$ cat config.mk
export PLATFORM = sky130hd
export DESIGN_NAME = memory
export DESIGN_NICKNAME = d
export VERILOG_FILES = /design/src/rtl/memory.sv
export SDC_FILE = /design/constraint.sdc
export NUM_CORES = 1
export LEC_CHECK = 0
export BUFFER_PORTS_ARGS = -buffer_cell sky130_fd_sc_hd__buf_2
export CAP_MARGIN = 20
export CELL_PAD_IN_SITES_DETAIL_PLACEMENT = 1
export CELL_PAD_IN_SITES_GLOBAL_PLACEMENT = 2
export CORE_MARGIN = 3
export CORE_UTILIZATION = 28
export CTS_BUF_LIST = sky130_fd_sc_hd__clkbuf_4 sky130_fd_sc_hd__clkbuf_8
export DETAILED_ROUTE_END_ITERATION = 7
export GPL_ROUTABILITY_DRIVEN = 0
export PLACE_DENSITY_LB_ADDON = 0.1
export SLEW_MARGIN = 20
export SYNTH_ARGS = -nofsm -noshare
export SYNTH_HDL_FRONTEND = slang
export SYNTH_SLANG_ARGS = --single-unit
$ cat constraint.sdc
create_clock -name clk -period 13.8 [get_ports clk]
set_clock_uncertainty 0.05 [all_clocks]
set_input_delay 2.76 -clock clk [delete_from_list [all_inputs] [get_ports clk]]
set_output_delay 2.76 -clock clk [all_outputs]
set_load 0.05 [all_outputs]
$ cat src/rtl/memory.sv
// Memory-access pipeline stage: issues req/ack data-bus transactions for
// loads and stores, aligns/extends load data, flags misaligned accesses and
// registers results plus writeback control for the writeback stage.
module memory (
  input  logic        clk,
  input  logic        reset,
  input  logic [31:0] pc_in,
  input  logic [31:0] next_pc_in,
  input  logic [31:0] alu_data_in,
  input  logic [31:0] alu_addition_in,
  input  logic [31:0] rs2_data_in,
  input  logic [31:0] csr_data_in,
  input  logic [4:0]  mem_ctrl_in,
  input  logic [21:0] wb_ctrl_in,
  input  logic        valid_in,
  input  logic [3:0]  ecause_in,
  input  logic        exception_in,
  input  logic        stall,
  input  logic        invalidate,
  output logic        dmem_req,
  output logic        dmem_we,
  output logic [31:0] dmem_addr,
  output logic [31:0] dmem_wdata,
  output logic [3:0]  dmem_wstrb,
  input  logic        dmem_ack,
  input  logic [31:0] dmem_rdata,
  output logic        busy,
  output logic [31:0] pc_out,
  output logic [31:0] next_pc_out,
  output logic [31:0] result_out,
  output logic [31:0] csr_data_out,
  output logic [21:0] wb_ctrl_out,
  output logic        valid_out,
  output logic [3:0]  ecause_out,
  output logic        exception_out
);

  typedef enum logic [1:0] {IDLE, WAIT, DONE, ABORT} state_t;

  state_t state_q, state_d;

  // Decoded memory control from execute
  logic       ld, st, sgn;
  logic [1:0] sz, off;
  logic       mem_op, misal, go, req_idle;

  assign {ld, st, sz, sgn} = mem_ctrl_in;
  assign off      = alu_addition_in[1:0];
  assign mem_op   = valid_in && (ld || st) && !exception_in;
  assign misal    = (sz == 2'b01 && off[0]) || (sz[1] && off != 2'b00);
  assign go       = mem_op && !misal;
  // Reset also gates the combinational request so the bus goes quiet at once.
  assign req_idle = go && !stall && !invalidate && !reset;

  // Fields latched when a request has to wait for its ack
  logic        we_q, ld_q, lsgn_q;
  logic [31:0] addr_q, wdata_q, rdata_q;
  logic [3:0]  wstrb_q;
  logic [1:0]  lsz_q, loff_q;

  // Output registers
  logic [31:0] pc_q, next_pc_q, result_q, csr_q;
  logic [21:0] wb_q;
  logic        valid_q, exc_q;
  logic [3:0]  cause_q;

  // Store lane replication and byte enables
  logic [31:0] st_wdata;
  logic [3:0]  st_wstrb;
  always_comb begin
    st_wdata = rs2_data_in;
    st_wstrb = 4'b1111;
    if (!sz[1]) begin
      if (sz[0]) begin
        st_wdata = {2{rs2_data_in[15:0]}};
        st_wstrb = 4'b0011 << off;
      end else begin
        st_wdata = {4{rs2_data_in[7:0]}};
        st_wstrb = 4'b0001 << off;
      end
    end
  end

  // Bus drive: live from inputs in IDLE, latched fields while waiting
  always_comb begin
    dmem_req   = 1'b0;
    dmem_we    = we_q;
    dmem_addr  = addr_q;
    dmem_wdata = wdata_q;
    dmem_wstrb = wstrb_q;
    if (state_q == IDLE) begin
      dmem_req   = req_idle;
      dmem_we    = st;
      dmem_addr  = {alu_addition_in[31:2], 2'b00};
      dmem_wdata = st_wdata;
      dmem_wstrb = st ? st_wstrb : 4'b0000;
    end else if (state_q == WAIT || state_q == ABORT) begin
      dmem_req = 1'b1;
    end
  end

  assign busy = ((state_q == IDLE) && req_idle && !dmem_ack) ||
                ((state_q == WAIT || state_q == ABORT) && !dmem_ack);

  // Next-state logic
  always_comb begin
    state_d = state_q;
    case (state_q)
      IDLE:    if (req_idle && !dmem_ack) state_d = WAIT;
      WAIT:    if (dmem_ack)              state_d = (stall && !invalidate) ? DONE : IDLE;
               else if (invalidate)       state_d = ABORT;
      DONE:    if (!stall || invalidate)  state_d = IDLE;
      ABORT:   if (dmem_ack)              state_d = IDLE;
      default:                            state_d = IDLE;
    endcase
  end

  // Load alignment: lane select then sign/zero extension
  logic        is_ld, a_sgn;
  logic [1:0]  a_sz, a_off;
  logic [31:0] raw, shifted, result_d;
  always_comb begin
    is_ld = ld_q;
    a_sgn = lsgn_q;
    a_sz  = lsz_q;
    a_off = loff_q;
    raw   = (state_q == DONE) ? rdata_q : dmem_rdata;
    if (state_q == IDLE) begin
      is_ld = go && ld;
      a_sgn = sgn;
      a_sz  = sz;
      a_off = off;
    end
    shifted = raw >> {a_off, 3'b000};
    case (a_sz)
      2'b00:   result_d = {{24{a_sgn && shifted[7]}},  shifted[7:0]};
      2'b01:   result_d = {{16{a_sgn && shifted[15]}}, shifted[15:0]};
      default: result_d = raw;
    endcase
    if (!is_ld) result_d = alu_data_in;
  end

  // Upstream exception wins over misalignment
  logic       exc_d;
  logic [3:0] cause_d;
  assign exc_d   = exception_in || (mem_op && misal);
  assign cause_d = exception_in ? ecause_in :
                   (mem_op && misal) ? (ld ? 4'd4 : 4'd6) : 4'd0;

  // ABORT completion discards its result, so it blocks the update like busy
  logic hold, upd;
  assign hold = busy || (state_q == ABORT);
  assign upd  = !stall && !hold;

  // FSM state register
  always_ff @(posedge clk) begin
    if (reset) state_q <= IDLE;
    else       state_q <= state_d;
  end

  // Capture request fields on a waiting issue, buffer read data on a stalled ack
  always_ff @(posedge clk) begin
    if (state_q == IDLE && req_idle && !dmem_ack) begin
      we_q    <= st;
      addr_q  <= {alu_addition_in[31:2], 2'b00};
      wdata_q <= st_wdata;
      wstrb_q <= st ? st_wstrb : 4'b0000;
      ld_q    <= ld;
      lsz_q   <= sz;
      lsgn_q  <= sgn;
      loff_q  <= off;
    end
    if (state_q == WAIT && dmem_ack && stall) rdata_q <= dmem_rdata;
  end

  // Output registers toward writeback
  always_ff @(posedge clk) begin
    if (reset) begin
      valid_q   <= 1'b0;
      exc_q     <= 1'b0;
      cause_q   <= 4'd0;
      result_q  <= 32'd0;
      wb_q      <= 22'd0;
      pc_q      <= 32'd0;
      next_pc_q <= 32'd0;
      csr_q     <= 32'd0;
    end else begin
      valid_q <= (stall ? valid_q : (valid_in && !hold)) && !invalidate;
      if (upd) begin
        exc_q     <= exc_d;
        cause_q   <= cause_d;
        result_q  <= result_d;
        wb_q      <= wb_ctrl_in;
        pc_q      <= pc_in;
        next_pc_q <= next_pc_in;
        csr_q     <= csr_data_in;
      end
    end
  end

  assign valid_out     = valid_q;
  assign exception_out = exc_q;
  assign ecause_out    = cause_q;
  assign result_out    = result_q;
  assign wb_ctrl_out   = wb_q;
  assign pc_out        = pc_q;
  assign next_pc_out   = next_pc_q;
  assign csr_data_out  = csr_q;

endmodule

# After elaboration in Yosys (flattened, before gate mapping)
# Cells that the tools add are included.
# word_totals
regBits	263
n_memories	0
mem_bits_ro	0
inputBits	262
ramBits	0
latchBits	0
elab_cells	99
# op_classes
n_eq_ne	9
add_sub_neg	0
div	0
n_lt_le_gt_ge	0
muxes	29
n_bitwise	0
n_mul	0
n_reduce_logical	40
shifts	3
# op_table
cell	n
$mux W32	6
$pmux W32 S2	1
$shr A32 B5 Y16	1
$logic_and A1 B1 Y1	22
$mux W4	5
$mux W2	9
$pmux W2 S4	1
$logic_not A1 Y1	7
$logic_or A1 B1 Y1	7
$eq A2 B1 Y1 const B	3
$mux W1	6
$eq A2 B2 Y1 const B	2
$logic_not A2 Y1	2
$ne A2 B2 Y1 const B	2
$reduce_and A4 Y1	1
$shl A1 B2 Y4 const A	1
$shl A2 B2 Y4 const A	1
$mux W3	1
$ne A3 B3 Y1 const B	1
$ne A2 B1 Y1 const B	1
$reduce_bool A2 Y1	1

# Longest topological paths before layout
# Gate-level depths: netlist of the first run.
# logic_depth
ltp_word	16
mapped_depth	8
depth_no_buf	5

# Worst setup path after synthesis of the first run
# No wires, ideal clock.
# synth_timing
kind	input port to flip-flop
startpoint	in alu_addition_in[0]
endpoint	reg addr_q[10], enable pin
required_time_ns	13.058
cell_stages	4
slack_ns	2.753
arrival_time_ns	10.305
setup_time_ns	0.692
path_cell_list	buf_2 nor2_1 o2111ai_1 nor4_1
# synth_via
elab_chain_len	10
elab_cells_between_ends	11
cone_classes	11 x reduce/logical
# synth_lines
element	line_no	source
from (decl)	10	input logic [31:0] alu_addition_in,
$reduce_bool A2 Y1	50	assign misal = (sz == 2'b01 && off[0]) || (sz[1] && off != 2'b00);
$logic_and A1 B1 Y1	50	
$logic_or A1 B1 Y1 *	50	
$logic_not A1 Y1 *	51	assign go = mem_op && !misal;
$logic_and A1 B1 Y1 *	51	
$logic_and A1 B1 Y1 * (3 in a row)	53	assign req_idle = go && !stall && !invalidate && !reset;
$logic_and A1 B1 Y1 * (2 in a row)	163	if (state_q == IDLE && req_idle && !dmem_ack) begin
to (signal assigned)	165	addr_q <= {alu_addition_in[31:2], 2'b00};
to (decl)	57	logic [31:0] addr_q, wdata_q, rdata_q;
# Mark *: on every way between the ends. The rest lies on a longest branch, timed or not.
# A chain may end at the register's enable or synchronous reset.

# Worst setup path in the final report of the first run
# layout_timing
startpoint	in mem_ctrl_in[2]
endpoint	out busy
# layout_via
elab_chain_len	11
elab_cells_between_ends	12
cone_classes	1 x eq/ne; 11 x reduce/logical
# layout_lines
element	line_no	source
from (decl)	13	input logic [4:0] mem_ctrl_in,
$eq A2 B1 Y1	50	
$logic_and A1 B1 Y1	50	
$logic_or A1 B1 Y1 *	50	
$logic_not A1 Y1 *	51	
$logic_and A1 B1 Y1 *	51	
$logic_and A1 B1 Y1 * (3 in a row)	53	
$logic_and A1 B1 Y1 * (2 in a row)	102	assign busy = ((state_q == IDLE) && req_idle && !dmem_ack) ||
$logic_or A1 B1 Y1 *	102	
to (decl)	27	output logic busy,
# Marks and branches as above.

==> run metrics, run 1 <==
most frequent cells in the layout buf_2, nand2_1, a21oi_1, dfxtp_1, edfxtp_1; R2R depth 7; post-synthesis sequential area ratio 53.5%; Die W 211 um; Fin Hold WS 399 ps; critical path's slowest cell o31ai_1; #FFs+latches synth 263; largest net degree at the start of global routing 98; busiest grt layer met2; IO buf count 486; reg2reg end result_out[26]; fin util 38.2%; Sink Count 263; hold path endpoint ecause_out[0]; first-pass GRT wire length 73.8 mm; status finished, final reports clean; Min-Delay Startpoint ecause_out[0]; htree depth 2; Synth Flop Type dfxtp_1; die height 211 um; clock buffer depth 3; CP startpoint kind primary input; most used cell, CP buf_2; GRT overflow 0; CORE AREA 41200 sq um; number of remaining DRC errors 0; Detailed Route Iter0 Violations 650; setup bufs post-CTS 0; CTS tree yes; Worst Max-Slew Pin Slew 1110 ps; met2 GRT Util 34.6%; share of synthesized registers carrying an async set or reset 0%; r2r startpoint state_q[0]; Slew Viols, Final 0; final hold violation count 0; Min-Delay Path Class reg -> reg; GRT Total Usage 21.6%; total wire length 50.6 mm; commonest non-fill, non-tap cell in the layout buf_2; total power 0.00203 W; Ys Warns 0; Max Clock Freq 132 MHz; DR WL/cell 21.6 um; Post-Synthesis Cell Area 11800 sq um; WP data arrival 4740 ps; clk_lat worst skew 620 ps; WP data required 10990 ps; LEAKAGE 6.98 nW; setup TNS 0 ps; via count 11600; post-synth cell types 62; RSZ-0062 raised after global routing no; met3 Use GR 7.99%; final setup violating endpoints 0; post-cts sizing count 0; # rows 74; Layout area overhead 33.2%; Initial Util 28.7%; Worst slew margin 25.9%; vias in the first global route 11700; critical path, cell by cell buf_2 -> a21oi_1 -> o2111ai_1 -> o31ai_1 -> nor2b_1 -> buf_2; antenna violations before repair 14; VDD IR-drop max 0.0718 mV; Syn Area/Cell 8.98 sq um; I/O pin count 489; hold_buf cts 0; Crit Path Class in -> out; Num CTS Buffers 49; fin nets 2033; # Max-Cap Violations 0; dpl cells 2250; post-route ant nets 0; routing usage on met1 27.5%; share of cells above drive strength 1 35.5%; Max stage delay on crit path 390 ps; CTS clk-pin slew, worst paths 50 ps; Post-synth EDFFs 105; Final Cycle Share 54.7%; post-DR vias/cell 4.93; fin crit period 7550 ps; Critical Path End Type output port; Max FO, Critical Path 35; Non-Filler Instances 2346; Syn Inst Count 1314; power per cell area 129 nW/um^2; worst hold path depth 2; DRT Pass-1 Iters 5; Final HPWL DP 36.3 mm; CTS root buf clkbuf_8; flop-to-flop setup slack 10210 ps; Die ar. 44700 sq um
-- synthesized netlist by cell type (9+ instances only) --
| cell type | count | area, sq um |
|---|---|---|
| nand2_1 | 447 | 1680 |
| mux2i_1 | 60 | 601 |
| dfxtp_1 | 158 | 3160 |
| clkbuf_1 | 57 | 214 |
| o22ai_1 | 18 | 113 |
| buf_1 | 9 | 33.8 |
| a21oi_1 | 158 | 791 |
| nor2_1 | 57 | 214 |
| a32oi_1 | 16 | 140 |
| nand4_1 | 14 | 87.6 |
| mux2_2 | 29 | 327 |
| o21ai_0 | 39 | 195 |
| edfxtp_1 | 105 | 3150 |
| buf_2 | 24 | 120 |
-- flip-flops by register name, indices dropped and copies added (netlist names) --
register       cells
csr_data_out      32
ecause_out         4
loff_q             2
addr_q            30
next_pc_out       32
valid_out          1
ld_q               1
exception_out      1
lsz_q              2
lsgn_q             1
pc_out            32
state_q            2
result_out        32
rdata_q           32
wb_ctrl_out       22
we_q               1
wstrb_q            4
wdata_q           32
-- worst max-delay path by stage --
stage                             from    endpoint
floorplan           alu_addition_in[0]  addr_q[10]
global placement        mem_ctrl_in[2]        busy
detailed placement      mem_ctrl_in[2]        busy
CTS                     mem_ctrl_in[2]        busy
global route            mem_ctrl_in[2]        busy
finish                  mem_ctrl_in[2]        busy
-- critical path, delay by kind of cell --
family / cells / cell delay [ps]
AO/OA/AOI/OAI: 3 / 1110
buffers and inverters: 2 / 620
AND/OR/NAND/NOR: 1 / 240
-- power breakdown --
part | internal (W) | total [W] | switching [W] | leakage (nW)
sequential | 0.000837 | 0.000852 | 0.0000149 | 2.25
combinational | 0.0000989 | 0.000374 | 0.000275 | 4.18
clock | 0.000461 | 0.000805 | 0.000344 | 0.551
-- kinds of logic after synthesis --
family                 after synthesis  share of synthesized area, %
and+or+nand+nor                    562                          19.4
AOI/OAI and AO/OA                  292                          15.1
DFF                                263                          53.5
buffers and inverters              106                          3.97
muxes                               90                          8.04
other                                1                        0.0318
-- through the flow --
step | instance area (sq um) | setup slack, ps
floorplan | 11800 | 2750
global placement | 14600 | 6260
detailed placement | 14600 | 6230
CTS | 15700 | 6210
global route | 15700 | 6060
finish | 15700 | 6250
-- metal layers --
layer	share of wire [%]	vias up
li1	-	5496
met1	42	5563
met2	46	411
met3	8.6	84
met4	2.4	20
met5	0.29	-
-- cell type report --
type                            count  area [sq um]
Clock inverter                      4          46.3
Multi-Input combinational cell    946          5060
Antenna cell                        6          15.0
Inverter                            7          26.3
Timing Repair Buffer              504          2610
Sequential cell                   263          6320
Tap cell                          532           666
Clock buffer                       84           981
Fill cell                        4969         25500
Power figures use the tool's default switching activity.
==> inputs of run 2 (changes only) <==
==> constraint.sdc (replaced) <==
create_clock -name clk -period 7.2 [get_ports clk]
set_clock_uncertainty 0.05 [all_clocks]
set_input_delay 1.44 -clock clk [delete_from_list [all_inputs] [get_ports clk]]
set_output_delay 1.44 -clock clk [all_outputs]
set_load 0.05 [all_outputs]
==> run 2 against run 1 <==
Worst hold slack improved by 1.5 ps; flip-flop and latch count did not move; global-route usage fell by 0.22 points; highest routed layer unchanged; critical endpoint unchanged; critical path type unchanged; largest cell class unchanged; first-iteration DRC count fell by 13%; die area did not move; clock power rose by 81%; utilization fell by 0.082 points; power rose by 88%; worst setup slack got worse by 4300 ps; critical path depth did not move; sequential share of layout area rose by 0.086 points.
==> run metrics, run 2 (synthesized netlist as in run 1, its figures left out) <==
# Max-Cap Violations 0; Min-Delay Startpoint pc_out[8]; die height 211 um; Die W 211 um; antenna violations before repair 15; clk_lat worst skew 620 ps; Layout area overhead 32.9%; clock buffer depth 3; crit path capture busy; fin nets 2035; number of remaining DRC errors 0; GRT Total Usage 21.4%; Final Cycle Share 72.7%; Num CTS Buffers 51; Die ar. 44700 sq um; CORE AREA 41200 sq um; status finished, final reports clean; Initial Util 28.7%; GRT overflow 0; flop-to-flop setup slack 4000 ps; r2r startpoint state_q[0]; critical path's slowest cell o31ai_1; # rows 74; I/O pin count 489; Crit Path Class in -> out; multi-input logic area 5090 sq um; CTS tree yes; htree depth 2; CP startpoint kind primary input; setup TNS 0 ps; CP Launch Point mem_ctrl_in[2]; Slew Viols, Final 0; largest net degree at the start of global routing 98; worst setup margin 1960 ps; critical path, cell by cell buf_2 -> a21oi_1 -> o2111ai_1 -> o31ai_1 -> nor2b_1 -> buf_2; Max FO, Critical Path 35; VDD IR-drop max 0.116 mV; Storage cell area 6320 sq um; fin util 38.1%; IO buf count 486; most used cell, CP buf_2; Sink Count 263; setup bufs post-CTS 0; Worst slew margin 24.3%; first-pass GRT wire length 73.4 mm; post-route ant nets 0; reg2reg end result_out[14]; hold_buf cts 0; Max Clock Freq 191 MHz; final setup violating endpoints 0; CTS root buf clkbuf_8; power per cell area 243 nW/um^2; via count 11400; WP data required 5710 ps; RSZ-0062 raised after global routing no; fillers 4965; Min-Delay Path Class reg -> reg; DP Worst Slack 2070 ps; post-cts sizing count 0; most frequent cells in the layout buf_2, nand2_1, a21oi_1, dfxtp_1, edfxtp_1; WP data arrival 3750 ps; post-DR vias/cell 4.86; final hold violation count 0; vias in the first global route 11700; Final HPWL DP 35.9 mm; Worst Max-Slew Pin Slew 1130 ps; fin crit period 5240 ps; DRT Pass-1 Iters 4; commonest non-fill, non-tap cell in the layout buf_2; DR WL/cell 21.4 um; total wire length 50.1 mm; LEAKAGE 6.95 nW; Max stage delay on crit path 630 ps; Critical Path End Type output port; R2R depth 6; Detailed Route Iter0 Violations 565; CTS clk-pin slew, worst paths 50 ps; share of cells above drive strength 1 35.2%
run 2: worst max-delay path, delay by kind of cell:
| kind | cells | cell delay [ps] |
|---|---|---|
| buffers and inverters | 2 | 600 |
| AO/OA/AOI/OAI | 3 | 1430 |
| AND/OR/NAND/NOR | 1 | 260 |
run 2: area by class of cell:
class                      count  area share (%)
antenna                        8           0.128
clock buffer                  79            5.89
multi-input combinational    946            32.4
inverter                       7           0.167
sequential                   263            40.2
clock inverter                 9           0.279
timing repair buffer         504            16.6
tap                          532            4.24
run 2: worst min path at each step:
stage / depth (start not counted) / slack [ps] / to
2_1_floorplan: 2 / 620 / ecause_out[0]
3_3_place_gp: 2 / 390 / csr_data_out[31]
3_5_place_dp: 2 / 390 / pc_out[14]
4_1_cts: 2 / 400 / csr_data_out[17]
5_1_grt: 2 / 420 / wb_ctrl_out[13]
6_report: 2 / 400 / pc_out[8]
run 2: per-layer routing:
layer	global-route usage (%)	up-vias	routed length, um
li1	-	5505	-
met1	27.5	5429	21600
met2	34.0	389	22900
met3	7.48	84	4180
met4	6.86	14	1320
met5	0	-	79
run 2: through the flow:
stage	power (W)	cells	hold WS [ps]	instance area, sq um
CTS	0.00388	2339	401	15600
global route	0.00400	2345	422	15700
detailed placement	0.00238	2251	393	14700
global placement	0.00238	2250	389	14700
floorplan	0.00213	1315	617	11800
finish	0.00381	2348	401	15700
run 2: power by group:
group / total, W / internal (W) / switching (W)
Sequential: 0.00163 / 0.00160 / 0.0000292
Clock: 0.00146 / 0.000807 / 0.000657
Combinational: 0.000717 / 0.000189 / 0.000528
